File: config.mk
export PLATFORM = sky130hd
export DESIGN_NAME = kgp_reg_exec
export DESIGN_NICKNAME = d
export VERILOG_FILES = /design/src/rtl/kgp_alu_pkg.sv /design/src/rtl/kgp_reg_exec_reg_file.sv /design/src/rtl/kgp_reg_exec.sv
export SDC_FILE = /design/constraint.sdc
export NUM_CORES = 1
export LEC_CHECK = 0
export CORE_ASPECT_RATIO = 0.8
export CORE_MARGIN = 10
export CORE_UTILIZATION = 45
export DETAILED_ROUTE_END_ITERATION = 8
export PLACE_DENSITY = 0.65
export SLEW_MARGIN = 20
export SYNTH_ARGS = -nofsm -noshare
export SYNTH_HDL_FRONTEND = slang
export SYNTH_SLANG_ARGS = --single-unit
File: constraint.sdc
create_clock -name clk -period 2.87 [get_ports clk]
set_clock_uncertainty 0.15 [all_clocks]
set_input_delay 0.7175 -clock clk [delete_from_list [all_inputs] [get_ports clk]]
set_output_delay 0.7175 -clock clk [all_outputs]
set_load 0.02 [all_outputs]
File: src/rtl/kgp_alu_pkg.sv
// Shared definitions for the KGP ALU and its register-bank execution
// controller: command codes, register-bank geometry and FSM encoding.
package kgp_alu_pkg;

  localparam int NREG   = 16;
  localparam int ADDR_W = 4;

  localparam logic [3:0] CMD_ADD   = 4'd0;
  localparam logic [3:0] CMD_SUB   = 4'd1;
  localparam logic [3:0] CMD_MUL   = 4'd2;
  localparam logic [3:0] CMD_DIV   = 4'd3;
  localparam logic [3:0] CMD_AND   = 4'd4;
  localparam logic [3:0] CMD_OR    = 4'd5;
  localparam logic [3:0] CMD_XOR   = 4'd6;
  localparam logic [3:0] CMD_NOT   = 4'd7;
  localparam logic [3:0] CMD_PASS1 = 4'd8;
  localparam logic [3:0] CMD_PASS2 = 4'd9;
  localparam logic [3:0] CMD_SLL   = 4'd10;
  localparam logic [3:0] CMD_SRL   = 4'd11;
  localparam logic [3:0] CMD_SRA   = 4'd12;
  localparam logic [3:0] CMD_ADD4  = 4'd13;
  localparam logic [3:0] CMD_SUB4  = 4'd14;
  localparam logic [3:0] CMD_HAM   = 4'd15;

  typedef enum logic [1:0] {
    ST_IDLE = 2'd0,
    ST_READ = 2'd1,
    ST_EXEC = 2'd2,
    ST_WB   = 2'd3
  } exec_state_t;

endpackage

File: src/rtl/kgp_reg_exec_reg_file.sv
// 16-entry register bank: two combinational operand read ports, a
// combinational debug read port and one synchronous write port.
// R0 is hardwired to zero; writes addressed to it are dropped.
module reg_file_16x32
  import kgp_alu_pkg::*;
#(
  parameter int DATA_W = 32
) (
  input  logic              clk,
  input  logic              rst_n,
  input  logic [ADDR_W-1:0] rd_addr1,
  output logic [DATA_W-1:0] rd_data1,
  input  logic [ADDR_W-1:0] rd_addr2,
  output logic [DATA_W-1:0] rd_data2,
  input  logic [ADDR_W-1:0] dbg_addr,
  output logic [DATA_W-1:0] dbg_data,
  input  logic              wr_en,
  input  logic [ADDR_W-1:0] wr_addr,
  input  logic [DATA_W-1:0] wr_data
);

  logic [DATA_W-1:0] regs [NREG];

  // Storage: cleared asynchronously, written on the rising edge except to R0.
  always_ff @(posedge clk or negedge rst_n) begin
    if (!rst_n) begin
      for (int i = 0; i < NREG; i++) regs[i] <= '0;
    end else if (wr_en && (wr_addr != '0)) begin
      regs[wr_addr] <= wr_data;
    end
  end

  // Read ports force R0 to zero regardless of storage contents.
  assign rd_data1 = (rd_addr1 == '0) ? '0 : regs[rd_addr1];
  assign rd_data2 = (rd_addr2 == '0) ? '0 : regs[rd_addr2];
  assign dbg_data = (dbg_addr == '0) ? '0 : regs[dbg_addr];

endmodule

File: src/rtl/kgp_reg_exec.sv
// Register-bank execution controller in front of the KGP ALU. Runs one
// instruction every four cycles: accept, read operands, execute (capture
// ALU result and classify errors), write back.
module kgp_reg_exec
  import kgp_alu_pkg::*;
#(
  parameter int DATA_W = 32
) (
  input  logic              clk,
  input  logic              rst_n,
  input  logic              in_valid,
  output logic              in_ready,
  input  logic [3:0]        in_cmd,
  input  logic [ADDR_W-1:0] in_rs,
  input  logic [ADDR_W-1:0] in_rt,
  input  logic [ADDR_W-1:0] in_rd,
  input  logic              in_imm_sel,
  input  logic [DATA_W-1:0] in_imm,
  output logic [DATA_W-1:0] alu_op1,
  output logic [DATA_W-1:0] alu_op2,
  output logic [3:0]        alu_cmd,
  input  logic [DATA_W-1:0] alu_z,
  output logic              done_valid,
  output logic [ADDR_W-1:0] done_rd,
  output logic [DATA_W-1:0] done_data,
  output logic              err_div0,
  output logic              err_illegal,
  input  logic [ADDR_W-1:0] dbg_addr,
  output logic [DATA_W-1:0] dbg_data
);

  exec_state_t       state;
  logic              ready_q;
  logic [3:0]        cmd_q;
  logic [ADDR_W-1:0] rs_q;
  logic [ADDR_W-1:0] rt_q;
  logic [ADDR_W-1:0] rd_q;
  logic              imm_sel_q;
  logic [DATA_W-1:0] imm_q;
  logic [DATA_W-1:0] op1_q;
  logic [DATA_W-1:0] op2_q;
  logic [DATA_W-1:0] res_q;
  logic              done_valid_q;
  logic [ADDR_W-1:0] done_rd_q;
  logic [DATA_W-1:0] done_data_q;
  logic              err_div0_q;
  logic              err_illegal_q;

  logic [DATA_W-1:0] rf_rd1;
  logic [DATA_W-1:0] rf_rd2;
  logic              div0_now;
  logic              illegal_now;
  logic              wr_en;

  reg_file_16x32 #(.DATA_W(DATA_W)) u_rf (
    .clk      (clk),
    .rst_n    (rst_n),
    .rd_addr1 (rs_q),
    .rd_data1 (rf_rd1),
    .rd_addr2 (rt_q),
    .rd_data2 (rf_rd2),
    .dbg_addr (dbg_addr),
    .dbg_data (dbg_data),
    .wr_en    (wr_en),
    .wr_addr  (rd_q),
    .wr_data  (res_q)
  );

  // Error classification from the latched command and operand, used in EXEC.
  always_comb begin
    div0_now    = 1'b0;
    illegal_now = 1'b0;
    if ((cmd_q == CMD_DIV) && (op2_q == '0)) div0_now = 1'b1;
    if (cmd_q == CMD_HAM) illegal_now = 1'b1;
  end

  // Writeback happens at the end of WB; R0 is filtered inside the bank.
  assign wr_en = (state == ST_WB) && !err_div0_q && !err_illegal_q;

  // Main sequencer: IDLE -> READ -> EXEC -> WB -> IDLE with registered outputs.
  always_ff @(posedge clk or negedge rst_n) begin
    if (!rst_n) begin
      state         <= ST_IDLE;
      ready_q       <= 1'b1;
      cmd_q         <= '0;
      rs_q          <= '0;
      rt_q          <= '0;
      rd_q          <= '0;
      imm_sel_q     <= 1'b0;
      imm_q         <= '0;
      op1_q         <= '0;
      op2_q         <= '0;
      res_q         <= '0;
      done_valid_q  <= 1'b0;
      done_rd_q     <= '0;
      done_data_q   <= '0;
      err_div0_q    <= 1'b0;
      err_illegal_q <= 1'b0;
    end else begin
      case (state)
        ST_IDLE: begin
          if (in_valid && ready_q) begin
            cmd_q     <= in_cmd;
            rs_q      <= in_rs;
            rt_q      <= in_rt;
            rd_q      <= in_rd;
            imm_sel_q <= in_imm_sel;
            imm_q     <= in_imm;
            ready_q   <= 1'b0;
            state     <= ST_READ;
          end
        end
        ST_READ: begin
          op1_q <= rf_rd1;
          op2_q <= imm_sel_q ? imm_q : rf_rd2;
          state <= ST_EXEC;
        end
        ST_EXEC: begin
          res_q         <= alu_z;
          done_valid_q  <= 1'b1;
          done_rd_q     <= rd_q;
          done_data_q   <= (div0_now || illegal_now) ? '0 : alu_z;
          err_div0_q    <= div0_now;
          err_illegal_q <= illegal_now;
          state         <= ST_WB;
        end
        ST_WB: begin
          done_valid_q <= 1'b0;
          ready_q      <= 1'b1;
          state        <= ST_IDLE;
        end
        default: begin
          ready_q <= 1'b1;
          state   <= ST_IDLE;
        end
      endcase
    end
  end

  assign in_ready    = ready_q;
  assign alu_op1     = op1_q;
  assign alu_op2     = op2_q;
  assign alu_cmd     = cmd_q;
  assign done_valid  = done_valid_q;
  assign done_rd     = done_rd_q;
  assign done_data   = done_data_q;
  assign err_div0    = err_div0_q;
  assign err_illegal = err_illegal_q;

endmodule

# == Word-level counts from Yosys, hierarchy flattened ==
# Cells that the tools add are included.
# word_totals
inputBits,88
regBits,699
elab_cells,90
output_inout_bits,140
# classes
magnitude_cmp,5
n_mux,24
bitwise,4
n_eq_ne,6
reduce_logical,19
# ops
operator,count
$bwmux 512,1
$bmux 32 s4,3
$mux 32,12
$demux 32 s4,1
$logic_not 32->1,1
$ge 5x5->1 const B,4
$not 4->5,4
$logic_not 4->1,3
$pmux 2 s4,1
$logic_and 1x1->1,6
$lt 5x1->1 const B,1
$eq 2x2->1 const B,2
$eq 4x2->1 const B,1
$eq 4x4->1 const B,1
$pmux 1 s2,2
$reduce_and 2->1,2
$reduce_bool 2->1,2
$reduce_bool 4->1,1
$mux 1,3
$eq 2x1->1 const B,1
$logic_not 1->1,2
$logic_not 2->1,1
$mux 2,1
$ne 2x2->1 const B,1
$logic_or 1x1->1,1

# == Longest topological paths before layout ==
# Gate-level depths: netlist of run 1.
# logic_depth
depth_word,6
ltp_mapped,7

# == Modules after synthesis ==
# Synthesis of run 1 repeated with hierarchy kept, for this count alone.
# hier_totals
cells_unflattened,2721
hier_area_um2,36936.7
# modules_own_cells
mod,area_per_inst_um2,cells_each,instances
reg_file_16x32,29403.2,2151,1
kgp_reg_exec,7533.5,570,1

# == Worst setup path before layout of run 1 ==
# OpenSTA, ideal clock, no wires.
# synth_path
kind,input to output
start,input port dbg_addr[0]
end,output port dbg_data[11]
t_required_ns,2.003
path_slack_ns,-0.108
path_buffers,3
arrival_time_ns,2.111
path_stages,6
cell_sequence,buf_4 > buf_4 > buf_4 > mux4_2 > mux2i_1 > a21oi_1
# synth_via
elab_chain_cells,5
elab_cells_between_ends,6
# synth_rtl
item,line,source
from (decl),kgp_reg_exec.sv:28,"input logic [ADDR_W-1:0] dbg_addr,"
$not 4->5 (not written as such),kgp_reg_exec_reg_file.sv:36,assign dbg_data = (dbg_addr == '0) ? '0 : regs[dbg_addr];
$bmux 32 s4,kgp_reg_exec_reg_file.sv:36,
$mux 32 (not written as such) (2 in a row),kgp_reg_exec_reg_file.sv:36,
$mux 32 *,kgp_reg_exec_reg_file.sv:36,
to (decl),kgp_reg_exec.sv:29,output logic [DATA_W-1:0] dbg_data
# Every way passes the cells marked *; elsewhere a longest branch is shown, timed or not. The select of a mux whose other input is x is not followed.

# == Worst setup path after layout of run 1 ==
# layout_path
start,input port dbg_addr[0]
end,output port dbg_data[7]
# The elaborated chain is that of the path after synthesis.

==> impl_results.md, run 1 <==
* Die area at 96890 um^2
* Arrival time at the worst endpoint at 2.25 ns
* I/O Pins at 228
* H-tree depth at 3
* Post-Synth XOR/XNOR Area at 0
* WL final at 132.8 mm
* Synth Instances at roughly 2800
* Reg area at approximately 18000 um^2
* Wirelength per Cell at 31.61 um
* Setup ws final at -0.2483 ns
* Top post-synthesis cells by area: dfrtp_1, mux2_2, mux4_2
* Port buffer count at 227
* Post-synth top cells: dfrtp_1, mux2_2, mux4_2
* Post-synthesis simple-gate area fraction at 0.03401
* Finish-stage setup viols at 33
* Clk slew on worst S/H paths at 0.05 ns
* Failing checks: setup timing
* Global-route wire length before repair at ~200 mm
* Clock root buffer: clkbuf_16
* Critical R2R Launch: alu_op2[13]$_DFFE_PN0N_
* Synth top area share at 0.4579
* CP max stage cell: mux4_2
* DP HPWL at 84.60 mm
* Distinct cell type count after synthesis at 46
* Synth async-reset ratio at 1.000
* GR Overflow Total at 0
* Post-route ant nets at 0
* Worst slew pin tran at 0.6766 ns
* Initial DRT Pass Iterations at 5
* Final Hold Viols at 0
* Fin. max-slew vios at 0
* Register area share after synthesis at 0.4586
* Total GRT Usage at 0.2685
* Syn avg cell area at 13.66 um^2
* Cell area power density at 1192 nW/um^2
* FF-to-FF path depth at 6
* Kind of critical path: in -> out
* Min Tclk post-route at 3.118 ns
* Hold EP: u_rf.regs[484]$_DFFE_PN0P_
* Worst VDD drop at between 0.0006 and 0.0007 V
* DRC at 0
* Post-DR vias/cell at about 6.6
* Syn. warnings at 0
* Mapped cell area at around 38000 um^2
* Routed vias at approximately 28000
* Starting Density at 0.4539
* Die Ht at 280.4 um
* Core area at 84040 um^2
* Fill cells at 6573
* Count leader, synth: dfrtp_1
* Count of flip-flops with a built-in enable after synthesis at 0
* Slew HR at 0.5490
* Area Growth Syn to Fin at 23.13%
* Adder-Cell Fraction of Synth Area at 0.001640
* R2R Setup Slk at 0.24 ns
* Post-synthesis mux area share at 0.3790
* Worst-skew pair later-pin latency at 0.65 ns
* Peak Freq at 320.7 MHz
* Critical R2R Capture: done_data[0]$_DFFE_PN0P_
* Synth Area in Compound Gates at 0.08239
* Largest net degree at the start of global routing at 117
* Layout net count at 3118
* GPL Wtd Cong at 0.8512
* #FFs+latches synth at 699
* CTS sink count at between 600 and 700
* WHS Path Cells at 0
* Cell Chain, Critical Path: clkbuf_16, buf_16, buf_12, mux4_2, mux2i_2, a21oi_2, buf_6
* Crit. End Element: primary output
* Synth Flop Type: dfrtp_1
* 1st-iter DRT viols at approximately 3000
* Vias in the first global route at 28950
* Area of the multi-input gates at about 20000 um^2
* CTS buffer count at slightly below 80
* Hold path start: u_rf.regs[484]$_DFFE_PN0P_
* LEAKAGE at 20.54 nW
* Post-Synthesis Net Count at around 2900
* Hold Crit Class: reg -> reg
* Row count at between 90 and 100
* Final period util at 1.087
* Max stage delay on crit path at roughly 0.52 ns
* Layout cell share with drive strength beyond 1 at 0.4471
* CTS tree: done
* Setup TNS at -4.797 ns
* RSZ-0062 raised after global routing: true
* Largest family of logic cells by synthesized area: multiplexers
* Max-Cap Viols at 0
* Final core occ at 0.5589
* Crit path launch type: primary input
* Initial antenna violation count at 1
* Synth area leader: dfrtp_1
* Worst Path Required at 2.00 ns
* Critical Path Fanout Max at 8
* Die Wd at 345.5 um
* CTS max path bufs at 3
* Status: complete, but fails checks
where the power goes:
part	switching (W)	internal (W)	leakage (nW)
Combinational	0.0116	0.0132	10.1
Clock	0.00424	0.00692	1.39
Sequential	0.00584	0.0142	9.09
Total	0.0217	0.0343	20.5
worst max-delay path, delay by kind of cell:
family	cells	cell delay [ns]
buffers and inverters	4	0.61
muxes	2	0.77
AOI/OAI and AO/OA	1	0.13
sequential cells by signal (all words and copies together) (netlist names):
name         cells
alu_cmd          4
err_illegal      1
alu_op1         32
in_ready         1
u_rf.regs      512
done_data       32
imm_sel_q        1
err_div0         1
rs_q             4
imm_q           32
done_rd          4
res_q           32
state            2
rt_q             4
done_valid       1
alu_op2         32
rd_q             4
metrics by stage:
step,std cells,hold slack [ns],setup slack (ns),total power (W),area (um^2)
finish,4202,0.2203,-0.2483,0.05599,46970
detailed placement,4025,0.2113,-0.8309,0.04380,43100
CTS,4186,0.2251,-0.2526,0.05540,46680
global route,4199,0.2330,-0.2435,0.05841,46960
floorplan,2792,0.2718,0.002421,0.03398,38320
global placement,4025,0.2097,-0.8073,0.04286,43100
routing by layer:
| layer | wire [um] | share of wire | GRT usage | up-vias |
|---|---|---|---|---|
| li1 | - | - | - | 11230 |
| met1 | 54900 | 0.41 | 0.3609 | 14580 |
| met3 | 12650 | 0.095 | 0.07279 | 352 |
| met5 | 8 | 0.000060 | 0 | - |
| met4 | 5407 | 0.041 | 0.1046 | 2 |
| met2 | 59880 | 0.45 | 0.4107 | 1666 |
cells by family (layout without fill, tap and decap cells):
family                     count (synthesis)  count (layout)
muxes                                   1038            1038
DFF                                      699             699
AOI/OAI and AO/OA                        422             422
buffers and inverters                    379             671
and+or+nand+nor                          249             249
adders and majority gates                  5               5
other                                      0               3
placed cells by master, fill, tap and decap left out, types with 7 or more instances in the layout:
cell type / count
mux4_2: 246
mux4_1: 10
mux2_2: 598
nand2b_4: 13
o32ai_1: 32
a21oi_2: 50
clkbuf_8: 18
o221ai_1: 42
nand2_2: 9
mux2i_2: 18
buf_16: 9
clkinv_2: 9
buf_4: 133
mux2i_1: 102
clkbuf_16: 81
buf_12: 80
a21oi_1: 30
dfrtp_1: 690
o22ai_1: 21
nor4_1: 8
bufinv_16: 16
buf_6: 31
o21ai_0: 56
clkbuf_1: 12
a2111o_1: 20
a21oi_4: 9
a211oi_1: 40
nor2b_1: 23
nor2_1: 50
nand2_1: 45
nand2b_1: 54
a211o_1: 11
o21ai_1: 10
a221o_1: 64
a32oi_1: 32
mux2_1: 58
clkdlybuf4s50_1: 190
inv_1: 68
buf_8: 7
and3_1: 20
worst max path at each step:
stage / from / end
global placement: dbg_addr[0] / dbg_data[19]
finish: dbg_addr[0] / dbg_data[7]
global route: dbg_addr[0] / dbg_data[4]
CTS: dbg_addr[0] / dbg_data[2]
detailed placement: dbg_addr[0] / dbg_data[19]
floorplan: dbg_addr[2] / dbg_data[29]
what timing repair did:
| action | in CTS | in global routing |
|---|---|---|
| gates cloned | 12 | 0 |
| endpoints found under the hold margin | 39 | 0 |
| gates resized for setup | 235 | 52 |
| setup buffers | 10 | 17 |
| endpoints found under the setup margin | 32 | 33 |
| pin swaps | 16 | 24 |
| hold buffers | 1 | 0 |
area by class of cell:
| cell class | instances | area share |
|---|---|---|
| flip-flops and latches | 699 | 0.3729 |
| clock inverters | 30 | 0.01241 |
| multi-input cells | 1714 | 0.4167 |
| inverters | 71 | 0.005674 |
| diodes | 3 | 0.0001598 |
| clock buffers | 108 | 0.04803 |
| repair buffers | 462 | 0.1144 |
| well taps | 1115 | 0.02970 |
Note: power is estimated with default switching activity, not from simulation.
==> run 2: changes to the inputs <==
--- a/config.mk
+++ b/config.mk
@@ -9,5 +9,5 @@
 export CORE_MARGIN = 10
-export CORE_UTILIZATION = 45
+export CORE_UTILIZATION = 30
 export DETAILED_ROUTE_END_ITERATION = 8
-export PLACE_DENSITY = 0.65
+export PLACE_DENSITY = 0.47
 export SLEW_MARGIN = 20
--- a/constraint.sdc
+++ b/constraint.sdc
@@ -4,2 +4,2 @@
 set_output_delay 0.7175 -clock clk [all_outputs]
-set_load 0.02 [all_outputs]
+set_load 0.01 [all_outputs]
==> impl_results.md, run 2 (synthesis results as in run 1) <==
* CTS max path bufs at 3 (unchanged)
* Starting Density at 0.3035 (was 0.4539)
* Max stage delay on crit path at 0.33 ns (was 0.52 ns)
* Crit path launch type: primary input (unchanged)
* Finish-stage setup viols at 32 (was 33)
* Worst slew pin tran at 0.9164 ns (was 0.6766 ns)
* CTS buffer count at 83 (was 77)
* Peak Freq at 321.1 MHz (was 320.7 MHz)
* Fin. max-slew vios at 0 (unchanged)
* WHS Path Cells at 0 (unchanged)
* Most flops, register: u_rf.regs (unchanged)
* Max-Cap Viols at 0 (unchanged)
* Crit. End Element: primary output (unchanged)
* CTS sink count at 699 (unchanged)
* Hold Crit Class: reg -> reg (unchanged)
* WHS at 0.2181 ns (was 0.2203 ns)
* Antenna diode count at 0 (was 3)
* Clock Power Share at 0.200 (was 0.199)
* Vias in the first global route at 29510 (was 28950)
* Core area at 125700 um^2 (was 84040 um^2)
* Die Ht at 338.9 um (was 280.4 um)
* GR Overflow Total at 0 (unchanged)
* Wirelength per Cell at 30.88 um (was 31.61 um)
* FF-to-FF path depth at 5 (was 6)
* Most common cell after layout, fill and taps aside: dfrtp_1 (unchanged)
* Finished Layout Cells at 4783 (was 4202)
* Arrival time at the worst endpoint at 2.25 ns (about the same)
* Sequential power share at 0.359 (was 0.358)
* Post-route ant nets at 0 (unchanged)
* Fill cells at 11850 (was 6573)
* Combinational power share at 0.441 (was 0.443)
* RSZ-0062 raised after global routing: true (unchanged)
* Placed Cells incl. Taps at 4577 (was 4025)
* LEAKAGE at 20.78 nW (was 20.54 nW)
* Clk slew on worst S/H paths at 0.05 ns (about the same)
* WL final at 147.7 mm (was 132.8 mm)
* Kind of critical path: in -> out (unchanged)
* 1st-iter DRT viols at 2347 (was 3023)
* Worst Path Required at 2.00 ns (about the same)
* NetSw at 0.02172 W (was 0.02166 W)
* Total GRT Usage at 0.2031 (was 0.2685)
* Layout net count at 3158 (was 3118)
* Critical Path Fanout Max at 8 (unchanged)
* Cell Chain, Critical Path: clkbuf_16, buf_8, nor2b_4, buf_12, buf_12, a221o_1, a21oi_2, a21oi_2, buf_2 (was clkbuf_16, buf_16, buf_12, mux4_2, mux2i_2, a21oi_2, buf_6)
* Post-DR vias/cell at 5.747 (was 6.623)
* CP max stage cell: a221o_1 (was mux4_2)
* Max FFs per register at 512 (unchanged)
* Row count at 116 (was 95)
* Worst VDD drop at 0.0006746 V (was 0.0006406 V)
* Port buffer count at 227 (unchanged)
* Initial antenna violation count at 2 (was 1)
* Final Hold Viols at 0 (unchanged)
* I/O Pins at 228 (unchanged)
* Initial DRT Pass Iterations at 5 (unchanged)
* GPL Wtd Cong at 0.8322 (was 0.8512)
* Routed vias at 27490 (was 27830)
* DRC at 0 (unchanged)
* CTS tree: done (unchanged)
* Slew HR at 0.3878 (was 0.5490)
* Status: complete, but fails checks (unchanged)
* Die Wd at 418.7 um (was 345.5 um)
* Int Pwr at 0.03420 W (was 0.03433 W)
* Cell area power density at 1167 nW/um^2 (was 1192 nW/um^2)
* Min Tclk post-route at 3.114 ns (was 3.118 ns)
* Failing checks: setup timing (unchanged)
* Final period util at 1.085 (was 1.087)
* Sw Ratio at 0.3884 (was 0.3869)
* Global-route wire length before repair at 215.5 mm (was 198.1 mm)
* H-tree depth at 3 (unchanged)
* Setup ws final at -0.2443 ns (was -0.2483 ns)
* Clock root buffer: clkbuf_16 (unchanged)
* Layout cell share with drive strength beyond 1 at 0.4542 (was 0.4471)
* DP HPWL at 94.03 mm (was 84.60 mm)
* Die area at 141900 um^2 (was 96890 um^2)
* Largest net degree at the start of global routing at 97 (was 117)
* Area Growth Syn to Fin at 25.63% (was 23.13%)
* Worst-skew pair later-pin latency at 0.69 ns (was 0.65 ns)
* Commonest non-fill, non-tap cells in the layout: dfrtp_1, mux2_2, mux4_2 (unchanged)
[run 2: changes by cell type in the layout (fill, tap and decap cells not counted), sizes merged]
cell / before / now
bufbuf: 2 / 1
clkbuf: 111 / 121
bufinv: 16 / 9
buf: 266 / 301
clkinvlp: 1 / 3
clkinv: 11 / 18
inv: 73 / 74
diode: 3 / 0
[run 2: area by class of cell]
| class | instances | area, um^2 | area share |
|---|---|---|---|
| timing repair buffer | 496 | 5588 | 0.1166 |
| multi-input combinational | 1714 | 19630 | 0.4097 |
| inverter | 71 | 266.5 | 0.005561 |
| tap | 1652 | 2067 | 0.04313 |
| clock buffer | 118 | 2421 | 0.05052 |
| sequential | 699 | 17510 | 0.3655 |
| clock inverter | 33 | 435.4 | 0.009085 |
[run 2: power by group through the flow]
stage / Clock [W] / Combinational, W / Sequential (W)
floorplan: 0 / 0.0161 / 0.0172
global placement: 0 / 0.0236 / 0.0198
detailed placement: 0 / 0.0240 / 0.0201
CTS: 0.0114 / 0.0247 / 0.0199
global route: 0.0118 / 0.0262 / 0.0206
finish: 0.0112 / 0.0247 / 0.0201
[run 2: per-stage QoR]
stage          power, W  setup TNS, ns    util  setup WS [ns]  area, um^2
3_3_place_gp    0.04345         -22.24  0.3482        -0.8096       43770
3_5_place_dp    0.04406         -22.92  0.3482        -0.7916       43770
6_report        0.05592         -6.034  0.3813        -0.2443       47920
4_1_cts         0.05597         -6.312  0.3804        -0.2608       47810
5_1_grt         0.05866         -7.249  0.3813        -0.2827       47920
2_1_floorplan   0.03330              0       -        0.01994       38180
[run 2: path summary, 6_finish.rpt]
kind / slack [ns] / to / from
min in group asynchronous: 0.35 / done_data[9]$_DFFE_PN0P_ / rst_n
setup reg to reg: 0.18 / done_data[0]$_DFFE_PN0P_ / alu_op2[24]$_DFFE_PN0N_
setup / recovery: -0.24 / dbg_data[0] / dbg_addr[0]
max in group asynchronous: 1.28 / rt_q[0]$_DFFE_PN0P_ / rst_n
hold / removal: 0.22 / u_rf.regs[489]$_DFFE_PN0P_ / u_rf.regs[489]$_DFFE_PN0P_
hold reg to reg: 0.22 / u_rf.regs[489]$_DFFE_PN0P_ / u_rf.regs[489]$_DFFE_PN0P_
[run 2: routing by layer]
metal / routed length [um] / up-vias / GRT usage
li1: - / 11300 / -
met1: 62940 / 14900 / 0.2665
met2: 71440 / 1017 / 0.3336
met3: 7901 / 270 / 0.03689
met4: 5421 / 0 / 0.07235
met5: 0 / - / 0
[run 2: repair_timing]
item,CTS,global route
hold buffers,1,0
pin swaps,61,20
gates resized for setup,270,33
gates cloned,11,1
buffers inserted,56,3
endpoints found under the hold margin,12,0
endpoints found under the setup margin,33,48
[run 2: worst max-delay path, delay by kind of cell]
family	cells	cell delay, ns
buffers and inverters	5	0.77
AOI/OAI and AO/OA	3	0.56
and+or+nand+nor	1	0.15
